$ cat src/rtl/mc_dmem_arbiter.sv
// mc_dmem_arbiter: shared single-port data RAM front end for NCORE cores.
// Cores get round-robin access while in run. The com port owns the RAM in
// load and readback. Per-core end_process flags fold into a sticky all_done.
// Optional statistics outputs are enabled with `define MC_DMEM_ARB_STATS_EN.
module mc_dmem_arbiter #(
    parameter int unsigned NCORE = 3,
    parameter int unsigned DW    = 16,
    parameter int unsigned AW    = 16
) (
    input  logic                clk,
    input  logic                rst_n,
    input  logic [1:0]          status,
    input  logic                com_wr_en,
    input  logic [AW-1:0]       com_addr,
    input  logic [DW-1:0]       com_data_in,
    output logic [DW-1:0]       com_data_out,
    output logic                com_rvalid,
    input  logic [NCORE-1:0]    core_req,
    input  logic [NCORE-1:0]    core_wr_en,
    input  logic [NCORE*AW-1:0] core_addr,
    input  logic [NCORE*DW-1:0] core_wdata,
    output logic [NCORE-1:0]    core_gnt,
    output logic [NCORE-1:0]    core_rvalid,
    output logic [DW-1:0]       core_rdata,
    input  logic [NCORE-1:0]    core_done,
    output logic                all_done,
    output logic                mem_we,
    output logic [AW-1:0]       mem_addr,
    output logic [DW-1:0]       mem_wdata,
    input  logic [DW-1:0]       mem_rdata
`ifdef MC_DMEM_ARB_STATS_EN
    ,
    output logic [15:0]         stat_conflict,
    output logic [7:0]          stat_maxwait
`endif
);

    localparam int unsigned PW = (NCORE > 1) ? $clog2(NCORE) : 1;
    localparam logic [1:0] ST_RUN      = 2'b01;
    localparam logic [1:0] ST_READBACK = 2'b10;

    logic             is_run;
    logic             is_readback;
    logic             prev_run;
    logic             run_entry;
    logic [PW-1:0]    rr_ptr;
    logic [PW-1:0]    rr_next;
    logic [PW-1:0]    winner;
    logic             found;
    logic [PW:0]      idx_sum;
    logic [PW-1:0]    idx;
    logic [DW-1:0]    com_data_q;
    logic [NCORE-1:0] done_sticky;
    logic             com_rd;

    assign is_run      = (status == ST_RUN);
    assign is_readback = (status == ST_READBACK);
    assign run_entry   = is_run && !prev_run;
    // Status 11 behaves as load: anything other than a load-status write is a com read.
    assign com_rd      = !is_run && !(com_wr_en && !is_readback);

    // Round-robin search starting at rr_ptr, wrapping modulo NCORE.
    always_comb begin
        found   = 1'b0;
        winner  = '0;
        idx_sum = '0;
        idx     = '0;
        for (int unsigned k = 0; k < NCORE; k++) begin
            idx_sum = {1'b0, rr_ptr} + (PW+1)'(k);
            if (idx_sum >= (PW+1)'(NCORE)) begin
                idx_sum = idx_sum - (PW+1)'(NCORE);
            end
            idx = idx_sum[PW-1:0];
            if (!found && core_req[idx]) begin
                found  = 1'b1;
                winner = idx;
            end
        end
    end

    assign rr_next = (winner == PW'(NCORE - 1)) ? '0 : winner + PW'(1);

    // RAM port mux: winning core lane in run, com port otherwise.
    always_comb begin
        core_gnt  = '0;
        mem_we    = 1'b0;
        mem_addr  = '0;
        mem_wdata = '0;
        if (is_run) begin
            for (int unsigned i = 0; i < NCORE; i++) begin
                if (found && (winner == PW'(i))) begin
                    core_gnt[i] = 1'b1;
                    mem_we      = core_wr_en[i];
                    mem_addr    = core_addr[i*AW +: AW];
                    mem_wdata   = core_wdata[i*DW +: DW];
                end
            end
        end else begin
            mem_we    = com_wr_en && !is_readback;
            mem_addr  = com_addr;
            mem_wdata = com_data_in;
        end
        if (!rst_n) begin
            mem_we = 1'b0;
        end
    end

    // Read-return tags, round-robin pointer, com data hold and done tracking.
    always_ff @(posedge clk) begin
        if (!rst_n) begin
            rr_ptr      <= '0;
            core_rvalid <= '0;
            com_rvalid  <= 1'b0;
            com_data_q  <= '0;
            done_sticky <= '0;
            all_done    <= 1'b0;
            prev_run    <= 1'b0;
        end else begin
            if (is_run && found) begin
                rr_ptr <= rr_next;
            end
            core_rvalid <= is_run ? (core_gnt & ~core_wr_en) : '0;
            com_rvalid  <= com_rd;
            if (com_rvalid) begin
                com_data_q <= mem_rdata;
            end
            prev_run <= is_run;
            if (run_entry) begin
                done_sticky <= '0;
                all_done    <= 1'b0;
            end else if (is_run) begin
                done_sticky <= done_sticky | core_done;
                all_done    <= &(done_sticky | core_done);
            end
        end
    end

    assign com_data_out = com_rvalid ? mem_rdata : com_data_q;
    assign core_rdata   = mem_rdata;

`ifdef MC_DMEM_ARB_STATS_EN
    logic [7:0] wait_cnt [NCORE];
    logic [7:0] grant_wait;
    logic       multi_req;

    assign multi_req = ($countones(core_req) > 1);

    // Wait count of the core being granted this cycle.
    always_comb begin
        grant_wait = '0;
        for (int unsigned i = 0; i < NCORE; i++) begin
            if (core_gnt[i]) begin
                grant_wait = wait_cnt[i];
            end
        end
    end

    // Conflict-cycle counter, per-core wait counters and maximum wait.
    always_ff @(posedge clk) begin
        if (!rst_n) begin
            stat_conflict <= '0;
            stat_maxwait  <= '0;
            for (int unsigned i = 0; i < NCORE; i++) begin
                wait_cnt[i] <= '0;
            end
        end else begin
            if (run_entry) begin
                stat_conflict <= multi_req ? 16'd1 : 16'd0;
            end else if (is_run && multi_req && (stat_conflict != 16'hFFFF)) begin
                stat_conflict <= stat_conflict + 16'd1;
            end
            for (int unsigned i = 0; i < NCORE; i++) begin
                if (is_run && core_req[i] && !core_gnt[i]) begin
                    if (wait_cnt[i] != 8'hFF) begin
                        wait_cnt[i] <= wait_cnt[i] + 8'd1;
                    end
                end else begin
                    wait_cnt[i] <= '0;
                end
            end
            if (is_run && found && (grant_wait > stat_maxwait)) begin
                stat_maxwait <= grant_wait;
            end
        end
    end
`endif

endmodule
$ cat config.mk
export PLATFORM = sky130hd
export DESIGN_NAME = mc_dmem_arbiter
export DESIGN_NICKNAME = d
export VERILOG_FILES = /design/src/rtl/mc_dmem_arbiter.sv
export SDC_FILE = /design/constraint.sdc
export NUM_CORES = 1
export LEC_CHECK = 0
export BUFFER_PORTS_ARGS = -buffer_cell sky130_fd_sc_hd__buf_2
export CORE_MARGIN = 3
export CORE_UTILIZATION = 33
export DETAILED_ROUTE_END_ITERATION = 16
export PLACE_DENSITY = 0.74
export SLEW_MARGIN = 20
export SYNTH_ARGS = -nofsm -noshare
export SYNTH_HDL_FRONTEND = slang
export SYNTH_SLANG_ARGS = --single-unit
$ cat constraint.sdc
create_clock -name clk -period 2.3 [get_ports clk]
set_input_delay 0.46 -clock clk [delete_from_list [all_inputs] [get_ports clk]]
set_output_delay 0.46 -clock clk [all_outputs]
set_load 0.02 [all_outputs]
Yosys cells after proc, flatten, opt, wreduce, memory -nomap -nowiden
Index checks and enable logic that the tools add are counted.
{ "classes": {"n_lt_le_gt_ge": 6, "mux": 34, "n_reduce_logical": 19, "n_addsub": 6, "div_mod_pow": 0, "bitwise_logic": 4, "n_shift": 0, "eq_ne": 4, "multipliers": 0} }
{ "op_table": {"columns": ["cell", "n"], "rows": [
  ["$mux 16", 9],
  ["$mux 1", 14],
  ["$mux 2", 7],
  ["$logic_and 1x1->1", 9],
  ["$lt 2x3->1 const B", 3],
  ["$bmux 1 s2", 3],
  ["$ge 3x2->1 const B", 2],
  ["$logic_not 1->1", 6],
  ["$sub 2x2->2 const B", 3],
  ["$eq 2x1->1 const B", 2],
  ["$eq 2x2->1 const B", 2],
  ["$add 2x1->3 const B", 1],
  ["$add 2x2->3 const B", 1],
  ["$and 3x3->3", 1],
  ["$mux 3", 1],
  ["$not 3->3", 1],
  ["$or 3x3->3", 1],
  ["$reduce_and 3->1", 1],
  ["$add 2x1->2 const B", 1],
  ["$ge 2x2->1 const B", 1],
  ["$logic_not 2->1", 1],
  ["$reduce_and 2->1", 1],
  ["$reduce_or 2->1", 1],
  ["$not 1->1", 1]
]} }
{ "word_totals": {"mem_bits_ro": 0, "mem_count": 0, "wordCells": 80, "ram_bits": 0, "latchBits": 0, "register_bits": 27} }

Depth between registers and ports, before layout
Gate-level depths: netlist of run 1.
{ "logic_depth": {"ltp_word": 18, "depth_mapped": 11, "ltp_nobuf": 8} }

Worst setup path after synthesis of run 1
No wires, ideal clock.
{ "synth_path": {"path_kind": "flip-flop to output port", "start": "register rr_ptr[0]", "end": "output port mem_we", "required_ns": 1.840, "slack_ns": -0.470, "arrival_time_ns": 2.310, "path_buffers": 2, "path_stages_with_launch": 11, "cell_sequence": "dfxtp_1 -> inv_1 -> ha_1 -> buf_6 -> a22o_1 -> o21ai_2 -> a41oi_2 -> nand2_2 -> buf_4 -> a21oi_1 -> a211oi_1"} }
{ "synth_via": {"elab_chain_len": 18, "elab_cells_between_ends": 38, "classes_between": "add/sub: 5; order compare: 3; eq/ne: 2; mux: 20; reduce/logical: 8"} }
{ "synth_rtl": {"columns": ["item", "line_no", "rtl"], "rows": [
  ["from (decl)", "46", "logic [PW-1:0] rr_ptr;"],
  ["from (signal assigned)", "120", "rr_ptr <= rr_next;"],
  ["parallel branches: the longest is 15 deep, another holds $add 2x1->3", null, null],
  ["$mux 1 (*)", "91", "if (found && (winner == PW'(i))) begin"],
  ["$mux 1 (*)", "89", "if (is_run) begin"],
  ["$mux 1 (*)", "103", "if (!rst_n) begin"],
  ["to (decl)", "27", "output logic mem_we,"]
]} }
Every way passes the cells marked *. The select of a mux whose other input is x is not followed.

Worst setup path after layout of run 1
{ "layout_path": {"start": "register rr_ptr[0]", "end": "output port mem_wdata[11]"} }
{ "layout_via": {"elab_chain_len": 17, "elab_cells_between_ends": 37, "classes_between": "add/sub: 5; order compare: 3; eq/ne: 2; mux: 19; reduce/logical: 8"} }
{ "layout_rtl": {"columns": ["item", "line_no", "rtl"], "rows": [
  ["parallel branches: the longest is 15 deep, another holds $add 2x1->3", null, null],
  ["$mux 16 (*)", "91", null],
  ["$mux 16 (*)", "89", null],
  ["to (decl)", "29", "output logic [DW-1:0] mem_wdata,"]
]} }
Marks and branches as above.

==> impl_metrics.toml, run 1 <==
[timing]
finalSetupViolations = 36
period_minus_slack_ns = 2.857
finalMaxSlewViolations = 0
setup_ws_ns = -0.5567
fin_tns_setup_ns = -17.99
skew_ns = 0.01274
timing.final.hold_violations = 0
fmax_mhz = 350.1
worstMarginPinSlew_ns = 0.3603
max_slew_margin_pct = 75.80
rsz0062_at_grt = "true"
holdWs_ns = 0.3529
period_share_pct = 124.2

[placement]
gp_congestion = 0.8842
dpl.hpwl_um = 7866
place_ws_ns = -0.2543
io_buffers = 230

[final_layout]
area_growth_pct = 71.56
nFillCells = 656
multi_input_area_sq_um = 1714
final_util_pct = 59.24
layout.nets = 691
drive_gt1_share_pct = 61.06
seqCellArea_sq_um = 543.0
antenna_cells = 0

[clocking]
clock_sinks = 27
cts_buffers = 3
root_buffer = "clkbuf_8"
clk_pin_slew_ns = 0.10
htreeDepth = 1
tritoncts = "yes"
cts_hold_buffers = 0
clockBufferDepth = 2
clkLatencyLatePin_ns = 0.28

[floorplanning]
start_util_pct = 34.53
coreArea_sq_um = 6907
die_w_um = 91.01
io_pins = 231
fp.dieH_um = 91.01
placementRows = 30
die-area_sq_um = 8283

[power]
power_density_nw_per_um2 = 482.6
p_leak_nw = 2.004
ir_worst_vdd_v = 0.0002400

[worst_setup_path]
required_ns = 1.84
cp-end-kind = "output pin"
arrival_ns = 2.40
path_class = "reg -> out"
cp_max_fo = 23
setup.worst_path.start_class = "flop"

[global_routing]
grt_max_degree = 40
antenna_found_initial = 0
first_global_vias = 3205
grt_pass1_wl_um = 15170
grt-ovfl-total = 0
grt_usage_pct = 22.00

[drt]
antenna_left = 0
drc = 0
avgRoutedWirePerCell_um = 16.05
viasPerCell = 5.298
vias = 3311
dr.first_iter.drc_count = 140
wl_um = 10030
detailedRoute.firstPassIterationCount = 5

[synthesis]
synthTopCellsByCount = "41 x a21oi_1, 33 x nand3_1, 32 x a221o_1, 28 x o21ai_1, 27 x dfxtp_1"
synthFlopType = "dfxtp_1"
synth_fp_nets = 466
syn_avg_cell_area_sq_um = 7.819
yosysSeqAreaShare_pct = 22.67
netlist_instances = 305
syn_area_sq_um = 2385
synthTopCellsByArea = "dfxtp_1 23%, a221o_1 13%, a21oi_1 8.6%, mux2_2 7.6%, nand3_1 6.9%"
yosysTopAreaCell = "dfxtp_1"
synth_top_area_share_pct = 22.67
yosysMostFrequentCell = "a21oi_1"
async_flop_share_pct = 0
synth_edf_count = 0
yosys_warnings = 0
ys_types = 43
synth-seq-cells = 27

[job]
cap_viol_max_count = 0

[status]
outcome = "complete, but fails checks"
violations = "negative setup slack"

[hold_path]
min_path_type = "in -> reg"
-- where the power goes --
part | switching [W] | internal, W | total, W
Combinational | 0.000621 | 0.000574 | 0.00120
Clock | 0.000151 | 0.000127 | 0.000278
Sequential | 0.0000105 | 0.000491 | 0.000502
-- flip-flops by register name, summed over array words and instances (netlist names) --
name / cells
all_done: 1
com_data_q: 16
prev_run: 1
done_sticky: 3
core_rvalid: 3
com_rvalid: 1
rr_ptr: 2
-- final timing paths --
kind / from / endpoint / slack [ns] / depth (start not counted)
worst max register to register: rr_ptr[0] / rr_ptr[0] / 0.37 / 11
worst min register to register: done_sticky[2] / done_sticky[2] / 0.50 / 2
worst min-delay path: core_wr_en[2] / core_rvalid[2] / 0.35 / 2
worst max-delay path: rr_ptr[0] / mem_wdata[11] / -0.56 / 10
-- critical path, cell delays in order (launching register included) --
cell     delay, ns
dfxtp_2       0.35
inv_2         0.05
ha_4          0.25
a22o_1        0.23
o21ai_4       0.19
a41oi_2       0.18
nand2_2       0.17
buf_12        0.17
a21oi_1       0.05
a221o_1       0.28
buf_2         0.17
-- cells by family (layout without fill, tap and decap cells) --
| family | count (synthesis) | after routing | share of synthesized area, % |
|---|---|---|---|
| muxes | 18 | 18 | 8.394 |
| and+or+nand+nor | 83 | 83 | 18.52 |
| AOI/OAI and AO/OA | 122 | 122 | 34.84 |
| adders and majority gates | 4 | 4 | 1.994 |
| buffers and inverters | 51 | 275 | 13.59 |
| DFF | 27 | 27 | 22.67 |
-- routing by layer --
layer  part of all wire [%]  vias to the layer above  global-route usage, %
met5                      0                        -                      0
met4                    3.8                        0                  9.548
met3                    8.4                       33                  3.977
met2                     50                      208                  40.77
met1                     38                     1488                  24.26
li1                       -                     1582                      -
-- cells in the final DEF (no fill, tap or decap), types with 2 or more instances in the layout --
cell	instances
o21ai_2	2
nor2_2	2
buf_12	9
a221o_1	32
buf_4	22
a21oi_2	3
dfxtp_2	2
nor3_1	4
inv_1	5
nor2b_1	2
clkbuf_8	3
and2_1	16
nand3_1	28
a21oi_1	36
nand3_2	5
dfxtp_1	25
nand2_2	2
nand2_1	6
a21oi_4	2
o21ai_4	3
o21ai_1	28
inv_2	2
nor2_1	9
mux2_2	16
o21ai_0	5
ha_2	2
buf_2	215
buf_6	17
-- metrics by stage --
step,area [sq um],power [W],cells
floorplan,2450,0.001145,305
global placement,3745,0.001540,616
detailed placement,3745,0.001556,616
CTS,3904,0.001886,623
global route,4091,0.002097,625
finish,4091,0.001975,625
-- what timing repair did --
| item | in CTS | in global routing |
|---|---|---|
| hold endpoints to repair | 0 | 0 |
| pin swaps | 2 | 2 |
| setup endpoints to repair | 36 | 36 |
| gates resized for setup | 21 | 43 |
| buffers inserted | 2 | 1 |
| cloned | 1 | 1 |
-- layout make-up --
| type | instances | share of cell area, % |
|---|---|---|
| clock inverters | 1 | 0.2141 |
| flip-flops and latches | 27 | 13.27 |
| repair buffers | 264 | 40.03 |
| inverters | 7 | 0.6422 |
| multi-input cells | 227 | 41.90 |
| clock buffers | 3 | 1.009 |
| well taps | 96 | 2.936 |
Note: power is estimated with default switching activity, not from simulation.
==> run 2, diff against run 1 <==
Settings changed: TNS_END_PERCENT set to 30.
==> run 2 against run 1 <==
The flow still finishes with violations (negative setup slack). Register-to-register slack gained 0.06 ns. Cell count decreased by 1.3%. Clock skew barely moved. Worst setup slack better by 0.021 ns. Critical endpoint is now mem_addr[5]. Sequential share of layout area rose by 0.94 points. Die area stayed put. Core utilization shrank 3.7 points. Combinational power down 12%. Flip-flop and latch count stayed put. Worst hold slack improved by 0.0059 ns. Non-clock buffer count fell by 8. Routed wire length fell by 2.4%. Critical path type unchanged.
==> impl_metrics.toml, run 2 (synthesized netlist as in run 1, its figures left out) <==
[worst_setup_path]
cp-end-kind = "output pin"
arrival_ns = 2.38
crit_start = "rr_ptr[0]"
setup.worst_path.start_class = "flop"
path_class = "reg -> out"
cp_max_fo = 23
required_ns = 1.84
rr_startpoint = "rr_ptr[0]"

[clocking]
htreeDepth = 1
cts_buffers = 3
clockBufferDepth = 2
root_buffer = "clkbuf_8"
tritoncts = "yes"
clock_sinks = 27
cts_hold_buffers = 0
clkLatencyLatePin_ns = 0.27
clk_pin_slew_ns = 0.10

[timing]
finalSetupViolations = 36
max_slew_margin_pct = 54.43
period_share_pct = 123.3
fmax_mhz = 352.6
setup_ws_ns = -0.5357
period_minus_slack_ns = 2.836
rsz0062_at_grt = "true"
timing.final.hold_violations = 0
finalMaxSlewViolations = 0
worstMarginPinSlew_ns = 0.6826
skew_ns = 0.01277

[power]
power_density_nw_per_um2 = 477.2
p_switching_w = 0.0007339
combPwrFrac_pct = 57.6
power.share.clock_pct = 14.8
p_leak_nw = 1.901
ir_worst_vdd_v = 0.0002162
p_sw_share_pct = 40.06
p_int_w = 0.001098
sequentialPowerShare_pct = 27.6

[placement]
place_ws_ns = -0.2299
gp_congestion = 0.8346
io_buffers = 230
dpl.hpwl_um = 8025
placed_cells = 613

[drt]
avgRoutedWirePerCell_um = 15.87
vias = 3234
drc = 0
viasPerCell = 5.241
detailedRoute.firstPassIterationCount = 5
dr.first_iter.drc_count = 75
antenna_left = 0
wl_um = 9790

[final_layout]
mostFrequentLayoutCells = "227 x buf_2, 38 x a21oi_1, 33 x nand3_1"
largest_reg_flops = 16
instances_no_fill = 617
reg_top3 = "com_data_q: 16 flops, core_rvalid: 3 flops, done_sticky: 3 flops"
antenna_cells = 0
area_growth_pct = 60.97
drive_gt1_share_pct = 58.54
layout.nets = 683
final_common_cell = "buf_2"
top_register = "com_data_q"

[floorplanning]
fp.dieH_um = 91.01
placementRows = 30
die-area_sq_um = 8283
coreArea_sq_um = 6907
start_util_pct = 34.53
io_pins = 231
die_w_um = 91.01

[global_routing]
grt-ovfl-total = 0
grt_pass1_wl_um = 14900
antenna_found_initial = 0
grt_max_degree = 34
first_global_vias = 3211
grt_usage_pct = 21.53

[status]
outcome = "complete, but fails checks"
violations = "negative setup slack"

[hold_path]
min_path_type = "in -> reg"
hold_start = "core_wr_en[2]"

[job]
cap_viol_max_count = 0
==> run 2: cell count changes in the layout (fill, tap and decap cells not counted), moves of 2 or more <==
cell,delta
buf_6,-16
buf_4,-3
nand3_2,-5
a21oi_1,+2
nand3_1,+5
a21oi_4,-2
buf_8,+2
buf_12,-2
buf_2,+12
==> run 2: layout make-up <==
class                   count  area, sq um
clock buffers               3        41.29
clock inverters             1        8.758
fillers                   706         3068
inverters                   7        26.28
multi-input cells         227         1637
flip-flops and latches     27        545.5
well taps                  96        120.1
repair buffers            256         1460
==> run 2: final timing paths <==
| kind | endpoint | slack (ns) | cells after the start |
|---|---|---|---|
| max | mem_addr[5] | -0.54 | 10 |
| min | core_rvalid[2] | 0.36 | 2 |
| max reg2reg | core_rvalid[0] | 0.43 | 9 |
| min reg2reg | done_sticky[1] | 0.48 | 2 |
==> run 2: routing by layer <==
layer,track usage [%],wire (um),vias up
met5,0,0,-
met4,6.533,173,0
met3,4.225,864,12
met2,39.61,4995,197
met1,24.89,3757,1462
li1,-,-,1563
==> run 2: power by group through the flow <==
stage	registers [W]	logic (W)	clock network [W]
6_report	0.000506	0.00106	0.000271
5_1_grt	0.000509	0.00114	0.000301
4_1_cts	0.000506	0.00105	0.000284
3_5_place_dp	0.000517	0.00103	0
3_3_place_gp	0.000515	0.00101	0
2_1_floorplan	0.000512	0.000633	0
==> run 2: metrics by stage <==
stage / utilization (%) / total power, W / TNS (ns) / hold slack, ns / cell area, sq um
finish: 55.58 / 0.001832 / -17.26 / 0.3588 / 3839
global route: 55.58 / 0.001950 / -21.49 / 0.3463 / 3839
CTS: 54.96 / 0.001835 / -18.08 / 0.3506 / 3796
detailed placement: 53.71 / 0.001546 / -6.907 / 0.4623 / 3710
global placement: 53.71 / 0.001522 / -4.967 / 0.4462 / 3710
floorplan: - / 0.001145 / -2.154 / 0.4316 / 2450
==> run 2: worst max-delay path, cell delays in order (launching register included) <==
cell     delay (ns)
dfxtp_2        0.34
inv_2          0.09
ha_4           0.24
a22o_1         0.22
o21ai_4        0.17
a41oi_2        0.20
nand2_2        0.16
buf_12         0.17
a21oi_1        0.06
a221o_1        0.27
buf_2          0.16
==> run 2: timing repair <==
item                                    in CTS  in global routing
endpoints found under the setup margin      36                 36
pin swaps                                    0                  3
gates resized for setup                     11                 11
endpoints found under the hold margin        0                  0
setup buffers                                0                  0
